## src/rtl/memory_access_stage.sv

```systemverilog
`default_nettype none
// ============================================================================
// memory_access_stage
//   Data-memory handshake, store lane steering, load alignment and MEM/WB reg.
//   Revision: 1.0
// ============================================================================
module memory_access_stage #(
  parameter int ADDR_WIDTH = 32
) (
  input  logic                  clk_i,
  input  logic                  rst_i,
  input  logic [31:0]           alu_result_mem_i,
  input  logic [31:0]           latest_rs2_value_mem_i,
  input  logic                  load_store_forward_sel_mem_i,
  input  logic                  reg_write_en_mem_i,
  input  logic                  is_load_instr_mem_i,
  input  logic                  is_store_instr_mem_i,
  input  logic [4:0]            rd_label_mem_i,
  input  logic [1:0]            wb_sel_mem_i,
  input  logic [31:0]           pc_mem_i,
  input  logic [2:0]            funct3_mem_i,
  output logic [31:0]           rd_value_mem_o,
  output logic                  reg_write_en_mem_o,
  output logic [4:0]            rd_label_mem_o,
  output logic                  stall_mem_o,
  output logic                  dmem_req_o,
  output logic                  dmem_we_o,
  output logic [ADDR_WIDTH-1:0] dmem_addr_o,
  output logic [31:0]           dmem_wdata_o,
  output logic [3:0]            dmem_be_o,
  input  logic                  dmem_ack_i,
  input  logic [31:0]           dmem_rdata_i,
  output logic [31:0]           rd_value_wb_o,
  output logic                  reg_write_en_wb_o,
  output logic [4:0]            rd_label_wb_o,
  output logic                  misaligned_exc_o
);

  typedef enum logic [0:0] {
    IDLE   = 1'b0,
    ACCESS = 1'b1
  } state_t;

  state_t      state;

  logic        mem_op;
  logic        misaligned;
  logic        launch;
  logic [1:0]  byte_off;
  logic [31:0] word_addr;
  logic [31:0] store_src;
  logic [31:0] store_data;
  logic [3:0]  store_be;
  logic [31:0] shifted;
  logic [31:0] load_data;
  logic [31:0] wb_value;

  assign mem_op    = is_load_instr_mem_i | is_store_instr_mem_i;
  assign byte_off  = alu_result_mem_i[1:0];
  assign word_addr = {alu_result_mem_i[31:2], 2'b00};

  // Reserved size encodings are rejected the same way as a bad alignment.
  always_comb begin
    misaligned = 1'b0;
    if (mem_op) begin
      case (funct3_mem_i)
        3'b001, 3'b101:         misaligned = alu_result_mem_i[0];
        3'b010:                 misaligned = |alu_result_mem_i[1:0];
        3'b011, 3'b110, 3'b111: misaligned = 1'b1;
        default:                misaligned = 1'b0;
      endcase
    end
  end

  assign launch      = (state == IDLE) && mem_op && !misaligned;
  assign stall_mem_o = !rst_i && (launch || ((state == ACCESS) && !dmem_ack_i));

  assign rd_value_mem_o     = (wb_sel_mem_i == 2'b10) ? (pc_mem_i + 32'd4) : alu_result_mem_i;
  assign reg_write_en_mem_o = reg_write_en_mem_i & ~misaligned;
  assign rd_label_mem_o     = rd_label_mem_i;

  assign store_src = load_store_forward_sel_mem_i ? rd_value_wb_o : latest_rs2_value_mem_i;

  always_comb begin
    store_data = store_src;
    store_be   = 4'b1111;
    if (is_store_instr_mem_i) begin
      case (funct3_mem_i[1:0])
        2'b00: begin
          store_data = {4{store_src[7:0]}};
          store_be   = 4'b0001 << byte_off;
        end
        2'b01: begin
          store_data = {2{store_src[15:0]}};
          store_be   = 4'b0011 << byte_off;
        end
        default: begin
          store_data = store_src;
          store_be   = 4'b1111;
        end
      endcase
    end
  end

  assign shifted = dmem_rdata_i >> {byte_off, 3'b000};

  always_comb begin
    case (funct3_mem_i)
      3'b000:  load_data = {{24{shifted[7]}}, shifted[7:0]};
      3'b001:  load_data = {{16{shifted[15]}}, shifted[15:0]};
      3'b100:  load_data = {24'd0, shifted[7:0]};
      3'b101:  load_data = {16'd0, shifted[15:0]};
      default: load_data = shifted;
    endcase
  end

  assign wb_value = (wb_sel_mem_i == 2'b01) ? load_data : rd_value_mem_o;

  always_ff @(posedge clk_i) begin
    if (rst_i) begin
      state             <= IDLE;
      dmem_req_o        <= 1'b0;
      dmem_we_o         <= 1'b0;
      dmem_addr_o       <= '0;
      dmem_wdata_o      <= 32'd0;
      dmem_be_o         <= 4'd0;
      rd_value_wb_o     <= 32'd0;
      reg_write_en_wb_o <= 1'b0;
      rd_label_wb_o     <= 5'd0;
      misaligned_exc_o  <= 1'b0;
    end else begin
      misaligned_exc_o <= misaligned && (state == IDLE);

      if (!stall_mem_o) begin
        rd_value_wb_o     <= wb_value;
        reg_write_en_wb_o <= reg_write_en_mem_o;
        rd_label_wb_o     <= rd_label_mem_i;
      end

      // Bus fields are frozen for the whole access; ack only matters in ACCESS.
      case (state)
        IDLE: begin
          if (launch) begin
            dmem_req_o   <= 1'b1;
            dmem_we_o    <= is_store_instr_mem_i;
            dmem_addr_o  <= word_addr[ADDR_WIDTH-1:0];
            dmem_wdata_o <= store_data;
            dmem_be_o    <= store_be;
            state        <= ACCESS;
          end
        end
        ACCESS: begin
          if (dmem_ack_i) begin
            dmem_req_o <= 1'b0;
            dmem_we_o  <= 1'b0;
            state      <= IDLE;
          end
        end
        default: state <= IDLE;
      endcase
    end
  end

endmodule
`default_nettype wire

```

## config.mk

```make
export PLATFORM = sky130hd
export DESIGN_NAME = memory_access_stage
export DESIGN_NICKNAME = d
export VERILOG_FILES = /design/src/rtl/memory_access_stage.sv
export SDC_FILE = /design/constraint.sdc
export NUM_CORES = 1
export LEC_CHECK = 0
export CAP_MARGIN = 20
export CORE_ASPECT_RATIO = 0.7
export CORE_MARGIN = 2
export CORE_UTILIZATION = 42
export DETAILED_ROUTE_END_ITERATION = 16
export GPL_ROUTABILITY_DRIVEN = 0
export PLACE_DENSITY = 0.8
export SYNTH_ARGS = -nofsm -noshare
export SYNTH_HDL_FRONTEND = slang
export SYNTH_SLANG_ARGS = --single-unit
export TNS_END_PERCENT = 100
```

## constraint.sdc

```tcl
create_clock -name clk_i -period 5.9 [get_ports clk_i]
set_input_delay 1.18 -clock clk_i [delete_from_list [all_inputs] [get_ports clk_i]]
set_output_delay 1.18 -clock clk_i [all_outputs]
set_load 0.05 [all_outputs]
```

==> run metrics, run 1 <==
Leakage Power=~3.6 nW; Worst Setup SP=pc_mem_i[2]; Setup CP Type=in2out; vias per std cell=just under 6; DR iter-0 viols=about 500; ys flop type=dfxtp_1; Post-synth EDFFs=0; Site Rows=38; leading area contributor after synthesis=dfxtp_1; Critical Path Fanout Max=10; R2R cell count=6; Distinct cells, synth=50; vias in the first global route=~6900; DRT Pass-1 Iters=5; routing usage on met2=between 40% and 50%; sequential fraction of the synthesis area=32.61%; final hold viol count=0; GRT Resource Usage Total=31.82%; Int Pwr=1.443 mW; P per Cell Area=between 200 and 250 nW/um^2; # fillers=about 1300; final HPWL from detailed placement=between 20000 and 25000 um; r2r startpoint=state; VDD IR-drop max=approximately 0.15 mV; GRT overflow=0; ys async rst share=0%; Clock Power Share=between 20% and 30%; post-cts sizing count=0; Initial Util=between 40% and 50%; YS warnings=0; post-synth top area share=between 30% and 40%; clock sink count=108; P_sw=approximately 0.94 mW; CORE AREA=15450 sq um; Cells after DPL=1264; synthesized instance count=839; final setup fails=0; Layout Skew=between 10 and 15 ps; power share of the combinational group=38.4%; Die ar.=about 17000 sq um; first-pass GRT wire length=40840 um; via count=~7600; CTS Hold Buffers Added=0; post-route insts no fill=between 1000 and 1500; post-synthesis average cell area=roughly 8 sq um; CP Capture Type=output pin; status=finished clean; Startpoint Class=primary input; Worst Hold Class=reg2reg; Cell Area, Synth=between 6000 and 7000 sq um; R2R setup slack=~3400 ps; drt drc=0; Maximum Capacitance Violations=0; CP Data Arrival Time=between 4000 and 5000 ps; CTS Buffer Depth=2; fin crit period=between 5000 and 6000 ps; global routing met3 resource utilization=8.307%; antenna violations before repair=0; ANT cells=0; Worst slew margin=roughly a quarter; Clock Tree Root=clkbuf_16; met1 usage=between 40% and 50%; period utilization=a little over 90%; fraction of layout instances using a drive strength above 1=between 6 and 7%; RSZ-0062 raised after global routing=no; CTS buffer count=9; clk_lat worst skew=between 300 and 400 ps; Worst R2R End=rd_value_wb_o[6]; CTS HTree Levels=3; Reg clk slew, reported paths=roughly 80 ps; most used routing layer in global routing=met2; Buffers on Ports=slightly below 300; Switching Fraction=around two fifths; total power=~2.4 mW; critical path required time=about 4700 ps; Max Freq=between 150 and 200 MHz; Post-Route Utilization=a little under two thirds; Sum Neg Setup Slack=0 ps; average routed wire per standard cell=between 20 and 25 um; TritonCTS clock tree=built; post-route ant nets=0; slew at the pin closest to its max-slew limit=about 1100 ps; num ports=~290; crit path capture=rd_value_mem_o[28]; Die Y=roughly 110 um; largest cells by area after synthesis=dfxtp_1, nand2_1, mux4_2; Routed WL=27340 um; post-CTS setup repair buffer count=0; Slew Limit Fails=0; Layout Nets=between 1000 and 1500; Reg power frac=between 30% and 40%; largest net degree at the start of global routing=86; chip width=154.2 um; number of synthesized register bits=~110; P&R area growth vs syn=47.97%
-- state kept, by name, summed over array words and instances, names as in the netlist --
| signal | flops |
|---|---|
| dmem_wdata_o | 32 |
| rd_value_wb_o | 32 |
| dmem_addr_o | 30 |
| rd_label_wb_o | 5 |
| dmem_be_o | 4 |
| dmem_req_o | 1 |
| dmem_we_o | 1 |
| misaligned_exc_o | 1 |
| reg_write_en_wb_o | 1 |
| state | 1 |
-- cell usage in the layout (no fill, tap or decap), types with 5 or more instances in the layout --
cell type	netlist	routed
a32o_1	6	6
nand2_1	165	165
and3_1	7	7
a31oi_1	5	5
clkbuf_16	0	9
mux4_2	23	23
a22o_1	16	16
nor2b_1	10	9
nor2_1	75	75
o211ai_1	16	16
buf_4	9	11
mux2_2	8	8
nor3_1	16	16
a21oi_1	85	85
xnor2_1	6	6
dfxtp_1	108	108
clkdlybuf4s50_1	0	286
mux2i_1	32	32
a211oi_1	32	32
o21a_1	21	21
nand2b_1	5	5
and4_1	8	8
a311oi_1	8	8
nand3b_1	5	5
nand3_1	21	21
o31ai_1	8	8
o21ai_0	31	31
or4_1	7	7
nand4_1	6	6
-- worst min path at each step --
stage	start	slack (ps)	to	cells past startpoint
4_1_cts	reg_write_en_wb_o	460	reg_write_en_wb_o	2
2_1_floorplan	state	540	state	2
3_5_place_dp	reg_write_en_wb_o	450	reg_write_en_wb_o	2
3_3_place_gp	dmem_addr_o[12]	440	dmem_addr_o[12]	2
6_report	dmem_addr_o[12]	460	dmem_addr_o[12]	2
5_1_grt	rd_label_wb_o[0]	470	rd_label_wb_o[0]	2
-- kinds of logic after synthesis --
group	Yosys count	synth area share, %
AND/OR/NAND/NOR	340	23.19
AO/OA/AOI/OAI	235	22.93
flip-flops	108	32.61
buffers and inverters	81	5.699
multiplexers	63	14.00
XOR/XNOR	10	1.321
adder cells (fa/ha/maj)	1	0.1887
other	1	0.05656
-- final cells by class --
class                      count  area (sq um)  share of cell area [%]
multi-input combinational    651          4108                   41.87
timing repair buffer         301          2980                   30.38
sequential                   108          2162                   22.04
tap                          200         250.2                   2.551
clock buffer                  10         239.0                   2.436
clock inverter                 6         56.30                  0.5739
inverter                       4         15.01                  0.1530
-- metal layers --
metal  vias to the layer above  part of all wire, %
li1                       3511                    -
met1                      3613                   44
met4                         0                  1.9
met3                        33                  9.6
met2                       410                   44
met5                         -                    0
-- power groups by stage --
stage               logic (mW)  clock network (mW)  registers, mW
floorplan                0.351                   0           1.05
global placement         0.899                   0          0.870
detailed placement       0.907                   0          0.872
CTS                      0.911               0.616          0.855
global route             0.959               0.646          0.864
finish                   0.914               0.611          0.857
-- cells in the mapped netlist (7+ instances only) --
library cell	instances
mux2_2	8
dfxtp_1	108
o211ai_1	16
nand2_1	165
nor2_1	75
buf_2	20
o21a_1	21
nor3_1	16
a311oi_1	8
a21oi_1	85
o21ai_0	31
and3_1	7
and4_1	8
nand3_1	21
a211oi_1	32
clkbuf_1	41
a22o_1	16
nor2b_1	10
or4_1	7
mux4_2	23
o31ai_1	8
mux2i_1	32
buf_4	9
-- stage by stage --
step / hold slack (ps) / area, sq um / setup WS [ps]
2_1_floorplan: 541.9 / 6634 / 1608
3_3_place_gp: 441.7 / 9515 / 592.6
3_5_place_dp: 446.2 / 9515 / 496.9
4_1_cts: 455.5 / 9811 / 491.2
5_1_grt: 471.3 / 9811 / 321.7
6_report: 456.0 / 9811 / 478.8
-- worst max-delay path, cell delays in order --
cell and delay [ps]:
clkdlybuf4s50_1 540, ha_1 280, nand2_1 130, or3_1 470, or4_1 540, nand3_1 150
o21a_1 140, clkdlybuf4s50_1 810
Power figures use the tool's default switching activity.
==> run 2, diff against run 1 <==
--- a/config.mk
+++ b/config.mk
@@ -7,11 +7,11 @@
 export LEC_CHECK = 0
 export CAP_MARGIN = 20
 export CORE_ASPECT_RATIO = 0.7
-export CORE_MARGIN = 2
+export CORE_MARGIN = 3
 export CORE_UTILIZATION = 42
 export DETAILED_ROUTE_END_ITERATION = 16
+export DONT_BUFFER_PORTS = 1
 export GPL_ROUTABILITY_DRIVEN = 0
-export PLACE_DENSITY = 0.8
 export SYNTH_ARGS = -nofsm -noshare
 export SYNTH_HDL_FRONTEND = slang
 export SYNTH_SLANG_ARGS = --single-unit
==> run 2 against run 1 <==
Total power fell by 14%. Cell count is 23% lower. Global-route usage shrank 2.5 points. Non-clock buffer count is 290 lower. Sequential share of layout area is 9.2 points higher. Core utilization is 18 points lower. Cell area is 30% lower. Sequential power grew 26%. Via count down 14%. Routed wire length is 2.5% lower. Clock-buffer cell count up 1. Highest routed layer unchanged. Critical path depth shrank 2.
==> run metrics, run 2 (synthesis results as in run 1) <==
Worst slew margin=27.00%; Max Freq=224.7 MHz; routing usage on met2=around 45%; Site Rows=37; via count=6498; Final Cell Area=approximately 7000 sq um; RSZ-0062 raised after global routing=no; num ports=between 200 and 300; crit-path max cell delay=between 500 and 600 ps; chip width=approximately 160 um; most frequent cells in the layout=nand2_1, dfxtp_1, a21oi_1; Buffers on Ports=0; Placement Setup Slack=1501 ps; period utilization=between 70 and 80%; CP bufs+invs=0; Clock Tree Root=clkbuf_16; Layout Nets=931; CP top delay family=simple AND/OR/NAND/NOR gates; CTS buffer count=9; final setup fails=0; Leakage Power=roughly 2.5 nW; first-pass GRT wire length=approximately 39000 um; post-route ant nets=0; Initial Util=roughly 44%; DR iter-0 viols=around 580; Worst Hold Class=reg2reg; GRT overflow=0; CORE AREA=15050 sq um; Critical Path Fanout Max=10; Cell Area, Placed=6630 sq um; P&R area growth vs syn=4.284%; antenna violations before repair=3; critical path required time=4720 ps; final hold viol count=0; final HPWL from detailed placement=approximately 21000 um; VDD IR-drop max=0.1290 mV; clock sink count=between 100 and 150; post-CTS setup repair buffer count=0; Die Y=~110 um; Cells after DPL=approximately 970; crit path cell chain=ha_1 > nand2_1 > or3_1 > or4_1 > nand3_1 > o21a_1; post-cts sizing count=0; slew at the pin closest to its max-slew limit=roughly 1100 ps; vias in the first global route=approximately 6300; Layout Skew=approximately 11 ps; clk_lat worst skew=350 ps; most common cell after layout, fill and taps aside=nand2_1; total power=a little over 2 mW; fraction of layout instances using a drive strength above 1=under 10%; CP Capture Type=output pin; Setup CP Type=in2out; Startpoint Class=primary input; most used routing layer in global routing=met2; Reg clk slew, reported paths=~70 ps; status=finished clean; largest net degree at the start of global routing=88; Maximum Capacitance Violations=0; vias per std cell=6.577; fin crit period=around 4500 ps; CTS Hold Buffers Added=0; Die ar.=17350 sq um; DRT Pass-1 Iters=6; drt drc=0; GRT Resource Usage Total=~30%; P per Cell Area=approximately 300 nW/um^2; global routing met3 resource utilization=approximately 14%; CTS HTree Levels=3; Slew Limit Fails=0; CP max-delay cell=or4_1; Routed WL=~27000 um; Largest regs=dmem_wdata_o (32), rd_value_wb_o (32), dmem_addr_o (30); post-route setup slack=between 1000 and 1500 ps; Sum Neg Setup Slack=0 ps; average routed wire per standard cell=26.98 um; CTS Buffer Depth=2; CP Data Arrival Time=3270 ps; met1 usage=a little over a third; TritonCTS clock tree=built; post-route insts no fill=around 990
[run 2: cell types whose count changed in the layout (fill, tap and decap cells not counted), moves of 2 or more]
cell             change
buf_2                -3
clkbuf_1             +2
clkdlybuf4s50_1    -286
diode_2              +3
o21ai_0              -8
o21ai_1              +8
[run 2: per-stage QoR]
step                utilization [%]  hold slack [ps]
floorplan                         -            541.9
global route                  45.95            640.3
detailed placement            44.07            582.3
CTS                           45.90            598.2
global placement              44.07            580.0
finish                        45.95            596.8
[run 2: routing by layer]
metal	share of wire, %	routed length [um]
met1	39	10310
met2	43	11530
met3	15	3930
met4	3.3	891
met5	0	0
[run 2: layout make-up]
| class | count | area, sq um |
|---|---|---|
| fillers | 1507 | 8132 |
| multi-input cells | 651 | 4126 |
| flip-flops and latches | 108 | 2162 |
| well taps | 195 | 244.0 |
| clock buffers | 11 | 232.7 |
| repair buffers | 11 | 82.58 |
| clock inverters | 5 | 43.79 |
| inverters | 4 | 15.01 |
| diodes | 3 | 7.507 |
[run 2: power by group]
part / total, mW / internal [mW] / switching (mW)
Clock: 0.577 / 0.293 / 0.284
Combinational: 0.389 / 0.140 / 0.249
Sequential: 1.08 / 0.789 / 0.287
Total: 2.04 / 1.22 / 0.821
[run 2: path summary, 6_finish.rpt]
kind | slack [ps] | to | start | depth (start not counted)
worst max-delay path | 1450 | rd_value_mem_o[28] | pc_mem_i[2] | 6
worst min register to register | 600 | dmem_req_o | state | 3
worst min-delay path | 600 | dmem_req_o | state | 3
worst max register to register | 3590 | rd_value_wb_o[5] | state | 6
[run 2: worst min-delay path: stages, from the launching register on]
cell     delay, ps
dfxtp_1        350
nand2_1         80
nand2_1         70
a21oi_1         60
==> run 3, diff against run 2 <==
==> constraint.sdc (replaced) <==
create_clock -name clk_i -period 4 [get_ports clk_i]
set_input_delay 0.8 -clock clk_i [delete_from_list [all_inputs] [get_ports clk_i]]
set_output_delay 0.8 -clock clk_i [all_outputs]
set_load 0.05 [all_outputs]
==> run 3 against run 2 <==
Clock-buffer cell count decreased by 2. First-iteration DRC count shrank 0.17%. Global-route usage down 0.16 points. Cell area increased by 1.7%. Die area did not move. Sequential share of layout area shrank 0.51 points. Total power grew 49%. Register-to-register slack lost 1900 ps. Largest cell class unchanged.
==> run metrics, run 3 (synthesis results as in run 1) <==
VDD IR-drop max=around 0.21 mV; CP Data Arrival Time=2840 ps; chip width=roughly 160 um; post-route ant nets=0; most common cell after layout, fill and taps aside=nand2_1; final setup fails=0; Die Y=111.1 um; crit-path max cell delay=around 520 ps; Initial Util=between 40% and 50%; Reg power frac=between 50% and 60%; CP Capture Type=output pin; Clock Power Share=about 28%; Final Cell Area=~7000 sq um; via count=roughly 6600; antenna violations before repair=1; # fillers=approximately 1500; average routed wire per standard cell=roughly 27 um; CTS Buffer Depth=2; Layout Nets=947; final HPWL from detailed placement=between 20000 and 25000 um; fraction of layout instances using a drive strength above 1=a little over a tenth; RSZ-0062 raised after global routing=no; Routed WL=26630 um; critical path required time=around 3200 ps; vias in the first global route=roughly 6100; Largest regs=dmem_wdata_o (32), rd_value_wb_o (32), dmem_addr_o (30); Sum Neg Setup Slack=0 ps; P&R area growth vs syn=6.020%; most frequent cells in the layout=nand2_1, dfxtp_1, a21oi_1; period utilization=91.06%; crit path cell chain=ha_1 > nand2_1 > or3_1 > or4_1 > nand3_1 > o21a_1; post-CTS setup repair buffer count=0; Multi-input gate area=slightly above 4000 sq um; Max Freq=about 270 MHz; vias per std cell=6.590; CTS Hold Buffers Added=0; CP top delay family=simple AND/OR/NAND/NOR gates; Maximum Capacitance Violations=0; final hold viol count=0; CP bufs+invs=0; CORE AREA=15050 sq um; Int Pwr=roughly 1.8 mW; Die ar.=around 17000 sq um; GRT overflow=0; GRT Resource Usage Total=between 20% and 30%; Layout Skew=about 7.3 ps; drt drc=0; Startpoint Class=primary input; post-cts sizing count=0; num ports=approximately 290; Post-Route Utilization=a little under half; worst hold margin=513.2 ps; clk_lat worst skew=approximately 350 ps; slew at the pin closest to its max-slew limit=slightly below 1000 ps; power share of the combinational group=between 10% and 20%; Slew Limit Fails=0; Worst Hold Class=in2reg; Setup CP Type=in2out; fin crit period=around 3600 ps; Switching Fraction=between 40% and 50%; CTS HTree Levels=3; DR iter-0 viols=~580; P per Cell Area=roughly 430 nW/um^2; Leakage Power=2.531 nW; largest net degree at the start of global routing=88; clock sink count=about 110; CTS buffer count=9; Worst slew margin=between 30% and 40%; first-pass GRT wire length=around 39000 um; CP max-delay cell=or3_1; P_sw=roughly 1.2 mW; Site Rows=37; Seq. cell area=2162 sq um; TritonCTS clock tree=built; Clock Tree Root=clkbuf_16; Reg clk slew, reported paths=approximately 70 ps; DRT Pass-1 Iters=5; Buffers on Ports=0; Cell Area, Placed=6750 sq um; status=finished clean; Critical Path Fanout Max=10
-- run 3: cell types whose count changed in the layout (fill, tap and decap cells not counted), sizes merged --
cell / before / now
clkinv: 3 / 4
clkbuf: 11 / 9
buf: 11 / 27
diode: 3 / 2
-- run 3: layer usage --
layer | part of all wire [%] | global-route usage, % | routed length, um | up-vias
li1 | - | - | - | 2946
met1 | 40 | 38.38 | 10600 | 3175
met2 | 43 | 44.38 | 11560 | 425
met3 | 14 | 11.98 | 3667 | 57
met4 | 3.0 | 7.697 | 801 | 0
met5 | 0 | 0 | 0 | -
-- run 3: final cells by class --
| type | instances | area share, % |
|---|---|---|
| sequential | 108 | 30.76 |
| clock inverter | 6 | 0.6942 |
| timing repair buffer | 27 | 2.884 |
| tap | 195 | 3.471 |
| multi-input combinational | 651 | 58.70 |
| clock buffer | 9 | 3.204 |
| inverter | 4 | 0.2136 |
| antenna | 2 | 0.07120 |
-- run 3: per-stage QoR --
stage                     total power [mW]  instances  worst slack, ps
after detailed placement             2.200        985            411.7
after CTS                            3.046       1000            406.3
after floorplan                      2.068        840            468.3
after global routing                 3.150       1001            292.5
after global placement               2.188        985            496.7
final                                3.035       1002            357.4
-- run 3: path summary, 6_finish.rpt --
check	start	end	slack, ps	cells past startpoint
worst max register to register	state	rd_value_wb_o[5]	1670	6
worst max-delay path	pc_mem_i[2]	rd_value_mem_o[24]	360	6
worst min-delay path	rst_i	reg_write_en_wb_o	510	1
worst min register to register	state	dmem_req_o	600	3
-- run 3: power groups by stage --
| stage | sequential [mW] | combinational [mW] | clock (mW) |
|---|---|---|---|
| finish | 1.59 | 0.590 | 0.855 |
| CTS | 1.59 | 0.587 | 0.871 |
| detailed placement | 1.61 | 0.586 | 0 |
| floorplan | 1.55 | 0.518 | 0 |
| global placement | 1.61 | 0.575 | 0 |
| global route | 1.60 | 0.641 | 0.911 |
-- run 3: worst register-to-register path: cells and delay by family, from the launching register on --
kind / cells / cell delay, ps
buffers and inverters: 1 / 610
AOI/OAI and AO/OA: 3 / 680
and+or+nand+nor: 2 / 570
DFF: 1 / 360
